## src/rtl/neuron_synapse_bank_p.sv

```systemverilog
// Synapse weight bank for one neuron: programmable weight table, hash weights outside it,
// pipelined saturating LTP/LTD, and a decay sweep. Optional entry locking under SYN_LOCK_EN.
module neuron_synapse_bank_p #(
  parameter int ADDR_W      = 6,
  parameter int PROG_BITS   = 4,
  parameter int W_W         = 2,
  parameter int DECAY_FLOOR = 1
) (
  input  logic                                              clk,
  input  logic                                              rst_n,
  input  logic                                              ena,
  input  logic [ADDR_W-1:0]                                 addr,
  input  logic                                              polarity,
  input  logic                                              cfg_set_widx_fire,
  input  logic                                              cfg_write_w_fire,
  input  logic [((PROG_BITS > W_W) ? PROG_BITS : W_W)-1:0]  cfg_arg,
  input  logic                                              ltp_req,
  input  logic [PROG_BITS-1:0]                              ltp_idx,
  input  logic                                              ltd_req,
  input  logic [PROG_BITS-1:0]                              ltd_idx,
  input  logic                                              decay_start,
`ifdef SYN_LOCK_EN
  input  logic                                              cfg_lock_fire,
`endif
  output logic [(W_W << PROG_BITS)-1:0]                     wtab,
  output logic [PROG_BITS-1:0]                              pending_widx,
  output logic                                              is_prog_addr,
  output logic [W_W-1:0]                                    w_eff,
  output logic                                              decay_busy,
  output logic                                              plast_drop
);

  localparam int PROG_N = 1 << PROG_BITS;
  localparam logic [W_W-1:0]       ONE   = W_W'(1);
  localparam logic [W_W-1:0]       W_MAX = '1;
  localparam logic [W_W-1:0]       FLOOR = W_W'(DECAY_FLOOR);
  localparam logic [PROG_BITS-1:0] LAST  = '1;

  typedef enum logic {S_IDLE, S_SWEEP} state_e;

  state_e               state_q, state_d;
  logic [W_W-1:0]       wtab_q [PROG_N];
  logic [W_W-1:0]       wtab_d [PROG_N];
  logic [PROG_BITS-1:0] pend_q, pend_d;
  logic [PROG_BITS-1:0] sidx_q, sidx_d;
  logic                 drop_q, drop_d;
  logic                 ltp_v_q, ltp_v_d, ltd_v_q, ltd_v_d;
  logic [PROG_BITS-1:0] ltp_idx_q, ltp_idx_d, ltd_idx_q, ltd_idx_d;
  logic [PROG_N-1:0]    lock_q, lock_d;
  logic [W_W-1:0]       hash;

  always_comb begin
    pend_d    = pend_q;
    state_d   = state_q;
    sidx_d    = sidx_q;
    drop_d    = 1'b0;
    lock_d    = lock_q;
    ltp_idx_d = ltp_idx;
    ltd_idx_d = ltd_idx;
    // Opposing requests to the same entry cancel before entering the pipeline.
    ltp_v_d = ltp_req && !(ltd_req && (ltp_idx == ltd_idx));
    ltd_v_d = ltd_req && !(ltp_req && (ltp_idx == ltd_idx));
    if (cfg_set_widx_fire) pend_d = cfg_arg[PROG_BITS-1:0];
`ifdef SYN_LOCK_EN
    if (cfg_lock_fire) lock_d[pend_q] = cfg_arg[0];
`endif

    case (state_q)
      S_IDLE: begin
        if (decay_start) begin
          state_d = S_SWEEP;
          sidx_d  = '0;
        end
      end
      S_SWEEP: begin
        sidx_d = sidx_q + PROG_BITS'(1);
        if (sidx_q == LAST) state_d = S_IDLE;
      end
      default: state_d = S_IDLE;
    endcase

    // Per-entry writer arbitration: config write, then plasticity, then decay.
    for (int k = 0; k < PROG_N; k++) begin
      wtab_d[k] = wtab_q[k];
      if (cfg_write_w_fire && (pend_q == PROG_BITS'(k))) begin
        wtab_d[k] = cfg_arg[W_W-1:0];
        if ((ltp_v_q && ltp_idx_q == PROG_BITS'(k)) || (ltd_v_q && ltd_idx_q == PROG_BITS'(k)))
          drop_d = 1'b1;
      end else if ((ltp_v_q && ltp_idx_q == PROG_BITS'(k)) ||
                   (ltd_v_q && ltd_idx_q == PROG_BITS'(k))) begin
        if (lock_q[k]) begin
          drop_d = 1'b1;
        end else if (ltp_v_q && ltp_idx_q == PROG_BITS'(k)) begin
          if (wtab_q[k] != W_MAX) wtab_d[k] = wtab_q[k] + ONE;
        end else begin
          if (wtab_q[k] != '0) wtab_d[k] = wtab_q[k] - ONE;
        end
      end else if (state_q == S_SWEEP && sidx_q == PROG_BITS'(k) && !lock_q[k]) begin
        if (wtab_q[k] > FLOOR) wtab_d[k] = wtab_q[k] - ONE;
      end
    end
  end

  always_ff @(posedge clk or negedge rst_n) begin
    if (!rst_n) begin
      state_q   <= S_IDLE;
      pend_q    <= '0;
      sidx_q    <= '0;
      drop_q    <= 1'b0;
      ltp_v_q   <= 1'b0;
      ltd_v_q   <= 1'b0;
      ltp_idx_q <= '0;
      ltd_idx_q <= '0;
      lock_q    <= '0;
      for (int k = 0; k < PROG_N; k++) wtab_q[k] <= '0;
    end else if (ena) begin
      state_q   <= state_d;
      pend_q    <= pend_d;
      sidx_q    <= sidx_d;
      drop_q    <= drop_d;
      ltp_v_q   <= ltp_v_d;
      ltd_v_q   <= ltd_v_d;
      ltp_idx_q <= ltp_idx_d;
      ltd_idx_q <= ltd_idx_d;
      lock_q    <= lock_d;
      for (int k = 0; k < PROG_N; k++) wtab_q[k] <= wtab_d[k];
    end
  end

  // Hash bit b folds every address bit whose polarity-rotated position lands on b.
  always_comb begin
    hash = '0;
    for (int i = 0; i < ADDR_W; i++) begin
      hash[(i + int'(polarity)) % W_W] = hash[(i + int'(polarity)) % W_W] ^ addr[i];
    end
  end

  always_comb begin
    wtab = '0;
    for (int k = 0; k < PROG_N; k++) wtab[k*W_W +: W_W] = wtab_q[k];
  end

  assign is_prog_addr = (addr[ADDR_W-1:PROG_BITS] == '0);
  assign w_eff        = is_prog_addr ? wtab_q[addr[PROG_BITS-1:0]]
                                     : ((hash == '0) ? ONE : hash);
  assign pending_widx = pend_q;
  assign decay_busy   = (state_q == S_SWEEP);
  assign plast_drop   = drop_q;

endmodule

```

## config.mk

```make
export PLATFORM = sky130hd
export DESIGN_NAME = neuron_synapse_bank_p
export DESIGN_NICKNAME = d
export VERILOG_FILES = /design/src/rtl/neuron_synapse_bank_p.sv
export SDC_FILE = /design/constraint.sdc
export NUM_CORES = 1
export LEC_CHECK = 0
export CORE_ASPECT_RATIO = 2
export CORE_UTILIZATION = 58
export CTS_BUF_LIST = sky130_fd_sc_hd__clkbuf_4
export CTS_CLUSTER_SIZE = 25
export DETAILED_ROUTE_END_ITERATION = 16
export GPL_TIMING_DRIVEN = 0
export PLACE_DENSITY = 0.91
export SLEW_MARGIN = 20
export SYNTH_ARGS = -nofsm -noshare
export SYNTH_HDL_FRONTEND = slang
export SYNTH_SLANG_ARGS = --single-unit
```

## constraint.sdc

```tcl
create_clock -name clk -period 2.8 [get_ports clk]
set_clock_uncertainty 0.1 [all_clocks]
set_input_delay 0.42 -clock clk [delete_from_list [all_inputs] [get_ports clk]]
set_output_delay 0.42 -clock clk [all_outputs]
set_load 0.1 [all_outputs]
```

* Yosys cells after proc, flatten, opt, wreduce, memory -nomap -nowiden
Cells that the tools add are included.
** Storage, ports and cells
- Register bits after elaboration :: 52
- Input bits :: 27
- Output and inout bits :: 41
- Word-level logic and storage cells :: 566
** Cells by class
- $add $sub $neg :: 38
- $lt $le $gt $ge :: 29
- Equality and inequality tests :: 110
- Mux-type cells :: 187
- Bitwise gates (word level) :: 14
- Reduce and logical (&&, ||, !) cells :: 164
** Operators with widths (count)
- 2-bit two-way mux :: 116
- 4-bit == test (second input constant) :: 32
- 4-bit by 3-bit inequality test with 1-bit output (second input constant) :: 32
- 3-bit nonzero test :: 32
- 5-bit AND reduction :: 16
- 1-bit logical AND :: 74
- 4-bit by 3-bit == test with 1-bit output (second input constant) :: 16
- 1-bit two-way mux :: 56
- 2-bit inequality test (second input constant) :: 17
- 2-bit by 1-bit adder with 2-bit output (second input constant) :: 16
- 4-bit by 2-bit == test with 1-bit output (second input constant) :: 8
- 2-bit by 1-bit greater-than comparator with 1-bit output (second input constant) :: 16
- 2-bit nonzero test :: 16
- 2-bit by 1-bit subtractor with 2-bit output (second input constant) :: 16
- 4-bit by 1-bit == test with 1-bit output (second input constant) :: 4
- 4-bit zero test :: 4
- 1-bit logical OR :: 16
- 2-bit by 3-bit < comparator with 1-bit output (second input constant) :: 5
- 2-bit bitwise mux :: 5
- 2-bit by 1-bit >= comparator with 1-bit output (second input constant) :: 5
- 2-bit binary-select mux with 4-bit select :: 1
- 4-bit one-hot mux with 2 select lines :: 1
- 1-bit demux with 1-bit select :: 6
- 1-bit bitwise XOR :: 6
- other kinds (15) :: 26

* Logic depth before layout (Yosys ltp)
- Depth in word-level cells :: 35
- Depth in mapped cells :: 7
- Depth with buffers taken out :: 7

* Worst setup path before layout
Ideal clock, no wire load.
- Kind :: input to output
- From :: in addr[0]
- To :: out w_eff[0]
- Data arrival time :: 3.559 ns
- Data required time :: 2.280 ns
- Path slack :: -1.279 ns
- Stages on the path :: 5
- Path buffers :: 1
- Cell sequence :: clkbuf_1 -> xnor2_1 -> xnor2_1 -> and3_1 -> o31ai_1
** Between the ends
- Cells in the longest elaborated chain, start to end :: 30
- Elaborated cells on any way between the ends :: 34
- Classes of those cells :: 25 x mux; 8 x bitwise; 1 x reduce/logical
** RTL lines
- start, declared :: line 12 : input logic [ADDR_W-1:0] addr,
- 1-bit bitwise XOR :: line 134 : hash[(i + int'(polarity)) % W_W] = hash[(i + int'(polarity)) % W_W] ^ addr[i];
- 2-bit AND (no source line)
- 1-bit two-way mux (not written as such) (3 in a row) :: line 134
- 1-bit bitwise XOR :: line 134
- 2-bit bitwise mux :: line 134
- 1-bit two-way mux (not written as such) (3 in a row) :: line 134
- 1-bit bitwise XOR :: line 134
- 2-bit bitwise mux :: line 134
- [8 not listed]
- 1-bit bitwise XOR :: line 134
- 2-bit bitwise mux :: line 134
- 1-bit two-way mux (not written as such) (3 in a row) :: line 134
- 1-bit bitwise XOR :: line 134
- 2-bit bitwise mux :: line 134
- 2-bit zero test :: line 145 : : ((hash == '0) ? ONE : hash);
- 2-bit two-way mux :: line 145
- 2-bit two-way mux (*) :: line 144 : assign w_eff = is_prog_addr ? wtab_q[addr[PROG_BITS-1:0]]
- end, declared :: line 28 : output logic [W_W-1:0] w_eff,
Every way passes the cells marked *; elsewhere a longest branch is shown, timed or not. The select of a mux whose other input is x is not followed.

* Final worst setup path
- From :: reg wtab_q, in the netlist wtab[6]
- To :: out w_eff[0]
** Between the ends
- Cells in the longest elaborated chain, start to end :: 4
** RTL lines
- start, declared :: line 42 : logic [W_W-1:0] wtab_q [PROG_N];
- 2-bit binary-select mux with 4-bit select :: line 144
- 2-bit two-way mux (not written as such) (2 in a row) :: line 144
- 2-bit two-way mux :: line 144
Every way passes these cells. The select of a mux whose other input is x is not followed.

==> summary.md <==
| Metric | Value |
|---|---|
| Post-Syn Area per Cell | `8.97 um2` |
| Area of the multi-input gates | `3420 um2` |
| P_sw | `3.90 mW` |
| FF-to-FF setup slack | `0.18 ns` |
| Via density | `6.93` |
| Placed cells | `718` |
| Most frequent cells after synthesis | `dfrtp_1, ha_1, nand2_1` |
| Vias in the first global route | `5164` |
| WHS | `0.471 ns` |
| Final Hold Vio Count | `0` |
| Vias | `5110` |
| Sequential Power Share | `22.6%` |
| Detailed Place HPWL | `13900 um` |
| Hold path start | `plast_drop$_DFFE_PN0P_` |
| GRT Overall Usage | `43.2%` |
| Die width | `67.5 um` |
| Post-synth top area cell | `dfrtp_1` |
| # H-tree levels | `2` |
| Slowest CP cell | `mux4_2` |
| Max transition margin | `34.3%` |
| Syn nets | `634` |
| Number of buffers created by CTS | `5` |
| Overflow after GRT | `0` |
| Most common cell on crit path | `mux4_2` |
| Synth top area share | `26.1%` |
| Main flop type after synthesis | `dfrtp_1` |
| Largest family of logic cells by synthesized area | `simple AND/OR/NAND/NOR gates` |
| Tmin final | `2.83 ns` |
| Synth Warn # | `0` |
| Xor/xnor share of the synthesized area | `4.22%` |
| Fill count | `647` |
| Clock root buffer | `clkbuf_4` |
| Hold Path Sink | `plast_drop$_DFFE_PN0P_` |
| Mapped cell area | `4980 um2` |
| Hold Path Depth | `2` |
| Worst reg2reg path startpoint | `sidx_q[1]$_DFFE_PN0P_` |
| Synth Area in Adders | `13.1%` |
| DR iter-0 viols | `427` |
| DRC Markers | `0` |
| Clk pwr share | `9.6%` |
| Nets@finish | `716` |
| Final period util | `101%` |
| Endpoint class of the critical path | `output port` |
| Internal power | `2.81 mW` |
| Worst-case reg-to-reg path depth | `7` |
| First-pass GRT wire length | `27600 um` |
| I/O pin count | `68` |
| Pre-antenna DRT Iters | `5` |
| Failing checks | `negative setup slack` |
| Static leakage | `2.44 nW` |
| Routability Congestion | `1.05` |
| Worst Path Arrival | `2.31 ns` |
| Worst setup margin | `-0.0335 ns` |
| Layout cell share with drive strength beyond 1 | `13.2%` |
| P&R area growth vs syn | `20.6%` |
| Port bufs | `65` |
| Seq/Total Area, Yosys | `26.1%` |
| Synth Register Bits | `52` |
| Setup violators final | `2` |
| Worst vdd ir | `0.891 mV` |
| Wire per inst | `25.3 um` |
| CTS clk-pin slew, worst paths | `0.17 ns` |
| Worst-Skew Late Latency | `0.42 ns` |
| CP Cell Sequence | `mux4_2 -> mux4_2 -> nand2_2 -> o31ai_2 -> buf_6` |
| Mux contribution to synthesized area | `8.14%` |
| PD cells | `1120 nW/um2` |
| Worst Hold Class | `reg -> reg` |
| Synth top area cells | `dfrtp_1, ha_1, mux4_2` |
| Slew Limit Fails | `0` |
| Clk buf depth | `2` |
| Final non-filler cell total | `737` |
| Critical Path RT | `2.28 ns` |
| FF+latch area | `1320 um2` |
| CTS tree | `yes` |
| Worst r2r dst | `wtab[27]$_DFFE_PN0P_` |
| Effective utilization at floorplan | `60.0%` |
| Final WL | `18700 um` |
| CP Max Fanout | `4` |
| Netlist cell types | `66` |
| Compound-gate portion of the synthesized area | `19.2%` |
| Synth Instances | `555` |
| Max cap viols | `0` |
| DRT antenna net count | `0` |
| Crit path launch type | `register` |
| Initial antenna violation count | `1` |
| Die Y-Extent | `133 um` |
| Pre-CTS WS | `-0.695 ns` |
| Crit Path Class | `reg -> out` |
| Die area | `8980 um2` |
| Core Area | `8290 um2` |
| Slowest cell delay on critical path | `0.58 ns` |
| Clk sinks | `52` |
| Unrepaired setup endpoints after global routing | `yes` |
| Pin count of the biggest net entering global routing | `53` |
| Outcome | `finished with violations` |
| Simple-gate portion of the synthesized area | `23.5%` |
| Measured slew at the worst slew-check pin | `0.983 ns` |
| Rows | `47` |
| EDFF count, synth | `0` |
| Comb power frac | `67.8%` |
| Switching share of power | `58.1%` |
| Fmax | `353 MHz` |
| Fraction of registers with async set/reset | `100%` |
| Power Total | `6.71 mW` |
## what timing repair did
item	CTS	global route
resized for setup	20	12
pin swaps	0	2
setup buffers	0	9
endpoints found under the setup margin	4	3
hold endpoints to repair	52	0
hold buffers	1	0
## critical path: cells and delay by family (launching register included)
kind / cells / cell delay, ns
mux: 2 / 1.08
compound gates: 1 / 0.07
flops: 1 / 0.46
buf+inv: 1 / 0.20
simple gates: 1 / 0.09
## stage by stage
step / TNS (ns) / instance area, um2 / utilization, %
after detailed placement: -1.49 / 5760 / 69.5
after CTS: 0 / 5910 / 71.2
after global routing: -0.159 / 6000 / 72.4
after floorplan: -0.192 / 4990 / -
after global placement: -19.26 / 5770 / 69.5
final: -0.0543 / 6000 / 72.4
## metal layers
metal  GRT usage, %  part of all wire, %
met1           44.6                   34
met2           69.1                   50
met3           9.48                  7.1
met4           38.7                  8.8
met5              0                    0
## layout by cell type (no fill, tap or decap), types with 10 or more instances in the layout
master / Yosys / final
nor3_1: 12 / 12
mux4_2: 10 / 10
buf_4: 1 / 11
xor2_1: 18 / 18
ha_1: 52 / 52
nor2_1: 26 / 25
a21oi_1: 14 / 14
dfrtp_2: 0 / 11
clkdlybuf4s50_1: 0 / 61
inv_1: 38 / 38
dfrtp_1: 52 / 41
and4_1: 14 / 14
and3_1: 11 / 11
clkbuf_1: 21 / 20
a221o_1: 20 / 20
nand2_1: 47 / 45
o21ai_0: 29 / 28
mux2_2: 16 / 16
nand3_1: 18 / 18
## power by group through the flow
stage / registers, mW / clock network [mW] / logic, mW
final: 1.52 / 0.643 / 4.55
after global routing: 1.54 / 0.668 / 4.79
after CTS: 1.52 / 0.641 / 4.34
after detailed placement: 1.53 / 0 / 4.32
after global placement: 1.51 / 0 / 4.21
after floorplan: 3.14 / 0 / 1.51
## registers in the layout (all words and copies together) (netlist names)
name / count
wtab: 32
ltd_idx_q: 4
ltp_idx_q: 4
pending_widx: 4
sidx_q: 4
decay_busy: 1
ltd_v_q: 1
ltp_v_q: 1
plast_drop: 1
## worst max path at each step
stage	from	endpoint	depth (start not counted)
after CTS	wtab[3]$_DFFE_PN0P_	w_eff[1]	5
after global routing	wtab[6]$_DFFE_PN0P_	w_eff[0]	5
final	wtab[6]$_DFFE_PN0P_	w_eff[0]	5
after floorplan	addr[0]	w_eff[0]	5
after global placement	addr[0]	w_eff[0]	6
after detailed placement	addr[0]	w_eff[0]	6
## kinds of logic after synthesis
group	Yosys count
AND/OR/NAND/NOR	202
flip-flops	52
multiplexers	26
buffers and inverters	68
XOR/XNOR	24
adder cells (fa/ha/maj)	52
AO/OA/AOI/OAI	131
## area by class of cell
| cell class | instances | share of cell area (%) |
|---|---|---|
| clock inverters | 3 | 1.50 |
| multi-input cells | 435 | 56.9 |
| inverters | 40 | 2.50 |
| well taps | 98 | 2.04 |
| flip-flops and latches | 52 | 21.9 |
| plain buffers | 28 | 2.25 |
| repair buffers | 75 | 12.3 |
| clock buffers | 5 | 0.625 |
| diodes | 1 | 0.0417 |
Power figures use the tool's default switching activity.
==> RTL change 1: new RTL, same settings <==
Build with the macro `SYN_LOCK_EN` defined.
--- a/src/rtl/neuron_synapse_bank_p.sv
+++ b/src/rtl/neuron_synapse_bank_p.sv
@@ -2,2 +2,4 @@
 // pipelined saturating LTP/LTD, and a decay sweep. Optional entry locking under SYN_LOCK_EN.
+`define SYN_LOCK_EN
+
 module neuron_synapse_bank_p #(
Ports: changed (added cfg_lock_fire); port bits go from 68 to 69. No check against the original RTL was run, so the function may have changed too.
==> RTL change 1 against the unedited design <==
- the flow still finishes with violations (setup timing)
- total power grew 13%
- routed wire length grew 19%
- sequential cell count up 16
- sequential share of layout area up 3.1 points
- synthesized area rose by 16%
- worst setup slack got worse by 0.021 ns
- clock power decreased by 6.8%
- design area up 14%
- critical path type unchanged
==> RTL change 1: results (changes against the unedited design) <==
\begin{tabular}{lr}
\hline
Metric & Value \\
\hline
\multicolumn{2}{l}{\textbf{Place}} \\
Gp weighted congestion & 1.03 (-2.1\%) \\
Cells after DPL & 843 (+17\%) \\
Post-Place Setup Slack & -1.06 ns (-0.363 ns) \\
\multicolumn{2}{l}{\textbf{Setup path}} \\
Peak fanout along the critical path & 6 (+2) \\
Worst reg2reg path startpoint & ltd\_idx\_q[0]\$\_DFFE\_PN0P\_ \\
Worst Path Arrival & 2.33 ns (+0.02 ns) \\
\multicolumn{2}{l}{\textbf{Layout}} \\
Layout Cells excl Fill & 869 (+18\%) \\
Filler instances & 786 (+21\%) \\
Proportion of layout cells with a drive suffix above 1 & 0.148 (+0.0164) \\
Final Net Count & 811 (+13\%) \\
\multicolumn{2}{l}{\textbf{STA}} \\
Minimum setup slack in the final design & -0.0546 ns (-0.0211 ns) \\
Transition time at the pin with the least slew margin & 0.996 ns (+0.0130 ns) \\
Sum of negative setup slack & -0.0546 ns (-0.000236 ns) \\
Final setup violation count & 1 (-1) \\
\multicolumn{2}{l}{\textbf{Drt}} \\
Vias per cell & 6.75 (-2.6\%) \\
Mean routed wirelength per cell & 25.5 µm (+0.84\%) \\
TritonRoute pass-1 iters & 7 (+2) \\
\multicolumn{2}{l}{\textbf{Global routing}} \\
Overall routing resource usage & 0.447 (+0.0155) \\
Maximum number of pins on one net before global-route repair & 42 (-21\%) \\
Wire length of the first global-routing pass & 33400 µm (+21\%) \\
Vias in the first global route & 5917 (+15\%) \\
\multicolumn{2}{l}{\textbf{Clock tree}} \\
Deepest level of the CTS H-tree & 3 (+1) \\
Clk\_lat worst skew & 0.45 ns (+0.03 ns) \\
\multicolumn{2}{l}{\textbf{Logic synthesis}} \\
Top area cells in the synthesized netlist & sky130\_fd\_sc\_hd\_\_dfrtp\_1 29\%, sky130\_fd\_sc\_hd\_\_ha\_1 11\%, sky130\_fd\_sc\_hd\_\_mux2\_2 5.8\%, sky130\_fd\_sc\_hd\_\_nand2\_1 4.6\%, sky130\_fd\_sc\_hd\_\_o31ai\_1 4.0\% \\
Portion of the post-synthesis area used by sequential elements & 0.294 (+0.0329) \\
Synthesized net count & 725 (+14\%) \\
Count of unique library cells instantiated by Yosys & 60 (-9.1\%) \\
\multicolumn{2}{l}{\textbf{Run status}} \\
Violations in the final reports & setup timing \\
Result of the run & finished with violations \\
\multicolumn{2}{l}{\textbf{Power}} \\
Pleak & 0.00282 µW (+16\%) \\
\multicolumn{2}{l}{\textbf{Worst hold path}} \\
Hold WC Path Type & primary input to asynchronous set/reset pin \\
\hline
\end{tabular}
-- RTL change 1: cell types whose count changed in the layout (fill, tap and decap cells not counted), moves of 9 or more --
cell	change
sky130_fd_sc_hd__a21oi_1	+9
sky130_fd_sc_hd__a221o_1	-20
sky130_fd_sc_hd__a22oi_1	+11
sky130_fd_sc_hd__a31oi_1	+13
sky130_fd_sc_hd__and4_1	-13
sky130_fd_sc_hd__dfrtp_1	+18
sky130_fd_sc_hd__mux2_2	+14
sky130_fd_sc_hd__nand2_1	+25
sky130_fd_sc_hd__nand3_1	-10
sky130_fd_sc_hd__nor2_1	+21
sky130_fd_sc_hd__o21ai_0	-9
sky130_fd_sc_hd__o31ai_1	+25
-- RTL change 1: what timing repair did --
item | CTS | global route
hold buffers | 1 | 0
endpoints found under the hold margin | 27 | 0
buffers inserted | 0 | 8
gates resized for setup | 27 | 6
gates cloned | 0 | 0
setup endpoints to repair | 3 | 9
-- RTL change 1: logic make-up after synthesis --
logic type	after synthesis	synth area share
compound gates	184	0.230
xor+xnor	24	0.0363
fa+ha+maj	52	0.113
buf+inv	72	0.0526
flops	68	0.294
mux	42	0.101
simple gates	203	0.174
-- RTL change 1: per-layer routing --
layer | up-vias | GRT usage | routed length [µm]
li1 | 2556 | - | -
met1 | 2825 | 0.474 | 7440
met2 | 367 | 0.748 | 11000
met3 | 119 | 0.103 | 1890
met4 | 0 | 0.347 | 1870
met5 | - | 0 | 0
-- RTL change 1: power groups by stage --
stage	logic, µW	registers, µW	clock network [µW]
detailed placement	4800	1970	0
finish	5000	1990	599
floorplan	1810	3590	0
CTS	4840	1960	590
global placement	4680	1940	0
global route	5250	2020	629
-- RTL change 1: metrics by stage --
stage / hold WS [ns] / area [µm²]
after global routing: 0.353 / 6860
after floorplan: 0.0244 / 5800
final: 0.322 / 6860
after detailed placement: 0.269 / 6640
after global placement: 0.419 / 6620
after CTS: 0.338 / 6780
-- RTL change 1: worst max path at each step --
stage	start	endpoint	slack, ns	cells after the start
floorplan	wtab[31]$_DFFE_PN0P_	w_eff[1]	0.08	4
global placement	rst_n	sidx_q[3]$_DFFE_PN0P_	-1.12	1
detailed placement	addr[1]	w_eff[0]	-1.06	6
CTS	wtab[30]$_DFFE_PN0P_	w_eff[0]	-0.04	5
global route	wtab[22]$_DFFE_PN0P_	w_eff[0]	-0.08	5
finish	wtab[30]$_DFFE_PN0P_	w_eff[0]	-0.05	5
-- RTL change 1: final cells by class --
cell class | instances | share of cell area
inverter | 38 | 0.0208
clock inverter | 5 | 0.00420
clock buffer | 11 | 0.0120
multi-input combinational | 505 | 0.555
antenna | 1 | 0.000365
buffer | 34 | 0.0239
sequential | 68 | 0.250
tap | 132 | 0.0241
timing repair buffer | 75 | 0.110
==> RTL change 2: new RTL, same settings <==
Made on the original files. Register the outputs `w_eff` and `decay_busy`, without a reset; this adds one clock of latency there. The other outputs are not delayed to match.
--- a/src/rtl/neuron_synapse_bank_p.sv
+++ b/src/rtl/neuron_synapse_bank_p.sv
@@ -143,6 +143,7 @@
   assign is_prog_addr = (addr[ADDR_W-1:PROG_BITS] == '0);
-  assign w_eff        = is_prog_addr ? wtab_q[addr[PROG_BITS-1:0]]
-                                     : ((hash == '0) ? ONE : hash);
   assign pending_widx = pend_q;
-  assign decay_busy   = (state_q == S_SWEEP);
+  always_ff @(posedge clk) begin
+    w_eff      <= is_prog_addr ? wtab_q[addr[PROG_BITS-1:0]] : ((hash == '0) ? ONE : hash);
+    decay_busy <= (state_q == S_SWEEP);
+  end
   assign plast_drop   = drop_q;
Check against the original RTL: not equivalent (a bounded check fails within 4 cycles, from zero or initial values and one cycle with rst_n low).
==> RTL change 2 against the unedited design <==
- non-clock buffer count shrank 17
- total power grew 1.4%
- sequential cell count grew 3
- synthesized cell count grew 3.1%
- routed wire length shrank 1.4%
- combinational power grew 4%
- design area grew 1.0%
- sequential share of layout area grew 0.55 points
- largest power group unchanged
- worst setup slack gained 0.15 ns
- global-route usage shrank 3.6 points
- highest routed layer unchanged
- critical endpoint is now pending_widx[3]
- synthesized area grew 5.3%
==> RTL change 2: results (changes against the unedited design) <==
\begin{tabular}{lr}
\hline
Metric & Value \\
\hline
\multicolumn{2}{l}{\textbf{Global routing}} \\
Overall routing resource usage & 0.396 (-0.0355) \\
Met1 capacity usage during global routing & 0.413 (-0.0333) \\
Wire length of the first global-routing pass & 28200 µm (+2.2\%) \\
\multicolumn{2}{l}{\textbf{Run status}} \\
Result of the run & finished, final reports clean \\
\multicolumn{2}{l}{\textbf{Layout}} \\
Proportion of layout cells with a drive suffix above 1 & 0.126 (-0.00589) \\
\multicolumn{2}{l}{\textbf{Logic synthesis}} \\
Top area cells in the synthesized netlist & sky130\_fd\_sc\_hd\_\_dfrtp\_1 25\%, sky130\_fd\_sc\_hd\_\_ha\_1 12\%, sky130\_fd\_sc\_hd\_\_mux4\_2 4.3\%, sky130\_fd\_sc\_hd\_\_nand2\_1 3.7\%, sky130\_fd\_sc\_hd\_\_a2111oi\_2 3.1\% \\
Fraction of registers with async set/reset & 0.945 (-0.0545) \\
Count of unique library cells instantiated by Yosys & 59 (-11\%) \\
Mean post-synth cell area & 9.17 µm² (+2.2\%) \\
Commonest cells in the netlist & 52 x sky130\_fd\_sc\_hd\_\_dfrtp\_1, 52 x sky130\_fd\_sc\_hd\_\_ha\_1, 51 x sky130\_fd\_sc\_hd\_\_nand2\_1, 38 x sky130\_fd\_sc\_hd\_\_inv\_1, 31 x sky130\_fd\_sc\_hd\_\_o21ai\_0 \\
Synthesized net count & 651 (+2.7\%) \\
Compound-gate portion of the synthesized area & 0.241 (+0.0490) \\
\multicolumn{2}{l}{\textbf{Worst hold path}} \\
Launch point of the worst hold path & state\_q\$\_DFFE\_PN0P\_ \\
Hold Path Depth & 0 (-2) \\
\multicolumn{2}{l}{\textbf{Setup path}} \\
Worst Path Arrival & 2.16 ns (-0.15 ns) \\
Critical path startpoint & pending\_widx[3]\$\_DFFE\_PN0P\_ \\
Register-to-register path setup slack & 0.37 ns (+0.19 ns) \\
Slowest cell on the critical path & sky130\_fd\_sc\_hd\_\_clkdlybuf4s50\_1 \\
\multicolumn{2}{l}{\textbf{Clock tree}} \\
Clock-pin slew on the worst setup and hold paths & 0.19 ns (+0.02 ns) \\
Cts repair resizes & 1 (-95\%) \\
\multicolumn{2}{l}{\textbf{Drt}} \\
Met3 WL & 1390 µm (+5.0\%) \\
Total met2 wirelength after detailed routing & 9090 µm (-2.7\%) \\
TritonRoute pass-1 iters & 6 (+1) \\
Final routed wirelength across all metal layers & 18400 µm (-1.4\%) \\
\multicolumn{2}{l}{\textbf{STA}} \\
Worst slew slack as a fraction of its limit & 0.336 (-0.00699) \\
Time the final worst path needs with I/O delays and setup & 2.68 ns (-0.151 ns) \\
\multicolumn{2}{l}{\textbf{Power}} \\
Power Dens Cells & 1120 nW/µm² (+0.42\%) \\
Worst-case vdd ir drop & 837 µV (-6.0\%) \\
\multicolumn{2}{l}{\textbf{Place}} \\
Port buffer count & 63 (-3.1\%) \\
Detailed-placement wirelength estimate & 14200 µm (+1.9\%) \\
\hline
\end{tabular}
RTL change 2: changes by cell type after synthesis, sizes merged, moves of 9 or more:
cell | before | now
a2111oi | 5 | 16
a21boi | 4 | 15
a21oi | 14 | 27
a221o | 20 | 0
and4 | 18 | 0
clkbuf | 24 | 14
mux2i | 0 | 10
nand3 | 18 | 27
nor3 | 12 | 23
o2bb2ai | 6 | 15
o31ai | 6 | 17
RTL change 2: logic make-up after synthesis:
logic type / count (synthesis)
and+or+nand+nor: 178
AOI/OAI and AO/OA: 161
buffers and inverters: 60
DFF: 55
adders and majority gates: 52
muxes: 42
xor gates and xnor gates: 24
RTL change 2: layout make-up:
cell class	instances	area [µm²]	area share
clock buffer	5	37.5	0.00619
clock inverter	3	18.8	0.00309
timing repair buffer	64	637	0.105
inverter	38	143	0.0235
buffer	22	98.8	0.0163
sequential	55	1360	0.224
tap	100	125	0.0206
antenna	1	2.50	0.000413
multi-input combinational	457	3640	0.600
